<file path="src/rtl/dmem_arbiter.sv">
// dmem_arbiter: per-cycle arbiter sharing one data-memory port between the CPU and a debug/loader port,
// routing synchronous read data back to its owner and counting CPU stall cycles.
module dmem_arbiter #(
   parameter int MAX_CPU_STREAK = 4,
   parameter int AW             = 8,
   parameter int DW             = 8
) (
   input  logic          clock,
   input  logic          reset_n,

   input  logic          cpu_req,
   input  logic          cpu_we,
   input  logic [AW-1:0] cpu_addr,
   input  logic [DW-1:0] cpu_wdata,
   output logic          cpu_gnt,
   output logic          cpu_stall,
   output logic          cpu_rvalid,
   output logic [DW-1:0] cpu_rdata,

   input  logic          dbg_req,
   input  logic          dbg_we,
   input  logic [AW-1:0] dbg_addr,
   input  logic [DW-1:0] dbg_wdata,
   output logic          dbg_gnt,
   output logic          dbg_rvalid,
   output logic [DW-1:0] dbg_rdata,

   output logic [AW-1:0] mem_addr,
   output logic [DW-1:0] mem_wdata,
   output logic          mem_wren,
   output logic          mem_rden,
   input  logic [DW-1:0] mem_q,

   input  logic          stat_clear,
   output logic [15:0]   stall_count
);

   localparam logic [3:0] STREAK_MAX = 4'(MAX_CPU_STREAK);

   logic [3:0]  streak_q,    streak_d;
   logic [1:0]  rd_owner_q,  rd_owner_d;   // {cpu, dbg}
   logic [15:0] stall_cnt_q, stall_cnt_d;

   logic dbg_turn;
   logic cpu_gnt_w;
   logic dbg_gnt_w;
   logic stall_w;

   // Grants are gated by reset_n so nothing reaches memory while reset is held.
   always_comb begin
      dbg_turn  = (streak_q >= STREAK_MAX);
      cpu_gnt_w = reset_n & cpu_req & ~(dbg_req & dbg_turn);
      dbg_gnt_w = reset_n & dbg_req & (~cpu_req | dbg_turn);
      stall_w   = reset_n & cpu_req & ~cpu_gnt_w;
   end

   always_comb begin
      mem_addr  = dbg_gnt_w ? dbg_addr  : cpu_addr;
      mem_wdata = dbg_gnt_w ? dbg_wdata : cpu_wdata;
      mem_wren  = (cpu_gnt_w & cpu_we)  | (dbg_gnt_w & dbg_we);
      mem_rden  = (cpu_gnt_w & ~cpu_we) | (dbg_gnt_w & ~dbg_we);
   end

   always_comb begin
      if (!dbg_req || dbg_gnt_w) begin
         streak_d = '0;
      end else if (cpu_gnt_w) begin
         streak_d = streak_q + 4'd1;
      end else begin
         streak_d = streak_q;
      end
   end

   always_comb begin
      rd_owner_d = {cpu_gnt_w & ~cpu_we, dbg_gnt_w & ~dbg_we};
   end

   always_comb begin
      if (stat_clear) begin
         stall_cnt_d = '0;
      end else if (stall_w && (stall_cnt_q != 16'hFFFF)) begin
         stall_cnt_d = stall_cnt_q + 16'd1;
      end else begin
         stall_cnt_d = stall_cnt_q;
      end
   end

   always_ff @(posedge clock or negedge reset_n) begin
      if (!reset_n) begin
         streak_q    <= '0;
         rd_owner_q  <= '0;
         stall_cnt_q <= '0;
      end else begin
         streak_q    <= streak_d;
         rd_owner_q  <= rd_owner_d;
         stall_cnt_q <= stall_cnt_d;
      end
   end

   always_comb begin
      cpu_gnt     = cpu_gnt_w;
      dbg_gnt     = dbg_gnt_w;
      cpu_stall   = stall_w;
      cpu_rvalid  = rd_owner_q[1];
      dbg_rvalid  = rd_owner_q[0];
      cpu_rdata   = rd_owner_q[1] ? mem_q : '0;
      dbg_rdata   = rd_owner_q[0] ? mem_q : '0;
      stall_count = stall_cnt_q;
   end

endmodule

</file>
<file path="config.mk">
export PLATFORM = sky130hd
export DESIGN_NAME = dmem_arbiter
export DESIGN_NICKNAME = d
export VERILOG_FILES = /design/src/rtl/dmem_arbiter.sv
export SDC_FILE = /design/constraint.sdc
export NUM_CORES = 1
export LEC_CHECK = 0
export BUFFER_PORTS_ARGS = -buffer_cell sky130_fd_sc_hd__buf_4
export CAP_MARGIN = 10
export CORE_UTILIZATION = 38
export CTS_CLUSTER_DIAMETER = 100
export DETAILED_ROUTE_END_ITERATION = 12
export GPL_TIMING_DRIVEN = 0
export PLACE_DENSITY = 0.8
export SETUP_SLACK_MARGIN = 0.15
export SLEW_MARGIN = 20
export SYNTH_ARGS = -nofsm -noshare
export SYNTH_HDL_FRONTEND = slang
export SYNTH_SLANG_ARGS = --single-unit
export TNS_END_PERCENT = 5
</file>
<file path="constraint.sdc">
create_clock -name clock -period 2 [get_ports clock]
set_input_delay 0 -clock clock [delete_from_list [all_inputs] [get_ports clock]]
set_output_delay 0 -clock clock [all_outputs]
set_load 0.01 [all_outputs]
</file>
==> metrics.md <==
| Metric | Value |
|---|---|
| Slowest stage delay, CP | about 0.53 ns |
| Synthesized Nets | between 200 and 250 |
| Hpwl dp | 3420 um |
| # DRC | 0 |
| Synth Instances | 165 |
| Register bit total from synthesis | 22 |
| Number of diodes | 0 |
| WL/cell | about 14 um |
| CP endpoint kind | flop |
| Final Cycle Share | 0.974 |
| Total GRT Usage | 0.214 |
| Total gr overflow | 0 |
| Port bufs | 100 |
| Final Hold Fails | 0 |
| Startpoint Class | flop |
| Hold_ws | ~0.034 ns |
| Final nets | 340 |
| Family with the most delay on the worst path | simple AND/OR/NAND/NOR gates |
| CTS tree | built |
| Leakage power | ~1.3 nW |
| Met1 Use GR | 0.280 |
| Gpl congestion | 0.817 |
| Total routed wirelength | approximately 4800 um |
| Slowest stage cell, crit path | or4_4 |
| Critical path peak fanout | 6 |
| GR met3 Demand/Resource | 0.0493 |
| Synth async-reset ratio | 1.00 |
| Hold WC Path Type | input pin to flop |
| Rel. slew slack | 0.598 |
| Critical-path cell list | nand3_4, or4_4, buf_6, nor4bb_4, mux2_4 |
| Dominant synthesized flop cell | dfrtp_1 |
| CTS buffer count | 3 |
| Dpl cells | 313 |
| Post-synth EDFFs | 0 |
| Syn Std Cell Area | 0.00151 mm2 |
| Slew Viols, Final | 0 |
| Drt via density | 5.29 |
| Post-synthesis sequential area ratio | 0.365 |
| Yosys top cell by area | dfrtp_1 |
| Finished Layout Cells | between 300 and 400 |
| Core area | 0.00374 mm2 |
| Worst-Skew Late Latency | 0.27 ns |
| Unrepaired setup endpoints after global routing | yes |
| Total Power | 997 uW |
| Met2 track demand over resource | 0.368 |
| Reg clk slew, reported paths | 0.08 ns |
| Max-cap viol count | 0 |
| Die width | 65.0 um |
| Area share of the largest cell type after synthesis | 0.365 |
| Number of warnings issued by yosys | 0 |
| Avg Synthesized Cell Area | 9.15 um2 |
| VDD IR max | 0.000537 V |
| IO Count | 102 |
| Yosys cell types | 37 |
| Reg-to-reg slack, setup | 0.05 ns |
| CP required | between 2 and 2.5 ns |
| First-pass GRT wire length | 7140 um |
| Fmax | 514 MHz |
| Antenna violations before repair | 0 |
| Pwr/cell area | 373 mW/mm2 |
| Clock tree buffer depth | 2 |
| Grt peak-use layer | met2 |
| Clk sinks | 22 |
| H-tree depth | 1 |
| Tmin final | 1.95 ns |
| Initial core utilization | 0.403 |
| Crit Path Class | flop to flop |
| Layout Skew | 0.00658 ns |
| Share of cells above drive strength 1 | 0.569 |
| Full die area | 0.00423 mm2 |
| Largest net degree at the start of global routing | 23 |
| Row cnt | 22 |
| Number of global-route vias before repair | 1616 |
| Area growth syn-to-layout | 77.1% |
| Die extent in y | approximately 65 um |
| DRT iter0 DRCs | 54 |
| CP arrival | ~2.1 ns |
| Worst Max-Slew Pin Slew | approximately 0.6 ns |
| Top post-synthesis cells by area | dfrtp_1 (36%), mux2_2 (13%), and2_1 (7.5%) |
| Outcome | completed |
| CTS Root Cell | clkbuf_8 |
| Antenna-violating nets left | 0 |
| Final setup vio count | 0 |
| Vias | ~1800 |
| Drt first pass iters | 4 |
| Worst Path Buf+Inv | 1 |
==> cell type report <==
cell class | count | area (um2)
Clock buffer | 4 | 55.1
Tap cell | 48 | 60.1
Timing Repair Buffer | 121 | 913
Inverter | 5 | 18.8
Multi-Input combinational cell | 132 | 1030
Sequential cell | 22 | 559
Buffer | 6 | 33.8
Fill cell | 306 | 1070
==> power breakdown <==
| group | total [mW] | leakage [nW] | internal [mW] | switching [mW] |
|---|---|---|---|---|
| sequential | 0.451 | 0.294 | 0.447 | 0.00396 |
| combinational | 0.222 | 0.949 | 0.134 | 0.0886 |
| clock | 0.324 | 0.0288 | 0.176 | 0.148 |
| total | 0.997 | 1.27 | 0.757 | 0.241 |
==> synthesized netlist by cell type, drive strengths merged (2+ instances only) <==
cell type / instances
nand2: 10
mux2: 19
o21ai: 3
clkbuf: 5
o31ai: 6
nand2b: 3
and2: 18
nand4: 5
nand3: 5
nor3: 3
dfrtp: 22
nor4: 4
or4: 8
a21oi: 12
ha: 2
a311oi: 3
nor2b: 6
inv: 5
nor2: 10
==> final timing paths <==
check / start / endpoint / cells after the start
min in group asynchronous: reset_n / stall_count[14] / 3
max: stall_count[2] / stall_count[15] / 5
max reg2reg: stall_count[2] / stall_count[15] / 5
min reg2reg: streak_q[1] / streak_q[1] / 2
min: dbg_req / streak_q[0] / 2
max in group asynchronous: reset_n / stall_count[5] / 3
==> metal layers <==
metal / share of wire / vias up
li1: - / 862
met1: 0.40 / 862
met2: 0.54 / 61
met3: 0.053 / 3
met4: 0.0033 / 0
met5: 0 / -
==> cell families after synthesis <==
| group | Yosys count | share of synthesized area |
|---|---|---|
| compound gates | 32 | 0.143 |
| flops | 22 | 0.365 |
| fa+ha+maj | 2 | 0.0166 |
| simple gates | 78 | 0.299 |
| buf+inv | 11 | 0.0282 |
| mux | 20 | 0.148 |
==> repair_timing <==
| action | 4_1_cts | 5_1_grt |
|---|---|---|
| pin swaps | 1 | 6 |
| setup buffers | 4 | 13 |
| resized for setup | 6 | 16 |
| hold buffers | 3 | 1 |
| endpoints found under the hold margin | 24 | 22 |
| setup endpoints to repair | 29 | 34 |
==> cells in the final DEF, fill, tap and decap left out, types with 2 or more instances in the layout <==
cell type,synthesis,routed
nand4_1,5,5
dfrtp_2,0,7
clkbuf_1,5,2
nor3_1,3,3
or4_4,0,4
nand3_1,5,3
a21oi_1,12,11
dlygate4sd3_1,0,3
a311oi_1,3,3
dfrtp_1,22,15
nand2b_1,3,3
or4_1,8,4
nor2_1,10,10
o21ai_0,3,3
inv_1,5,5
nor4_4,0,3
o31ai_1,6,6
buf_4,0,117
mux2_2,17,17
clkbuf_8,0,4
nor2b_1,6,6
nand2_1,10,10
clkbuf_2,0,3
and2_1,18,18
==> flip-flops by register name, summed over array words and instances, names as in the netlist <==
name,count
rd_owner_q,2
stall_count,16
streak_q,4
==> through the flow <==
stage / TNS (ns) / cell area (um2) / worst slack [ns] / util
2_1_floorplan: 0 / 1540 / 0.0882 / -
3_3_place_gp: -0.141 / 2350 / -0.113 / 0.629
3_5_place_dp: -0.213 / 2350 / -0.113 / 0.629
4_1_cts: 0 / 2510 / 0.00203 / 0.670
5_1_grt: -0.00517 / 2680 / -0.00517 / 0.715
6_report: 0 / 2680 / 0.0529 / 0.715
Power figures use the tool's default switching activity.
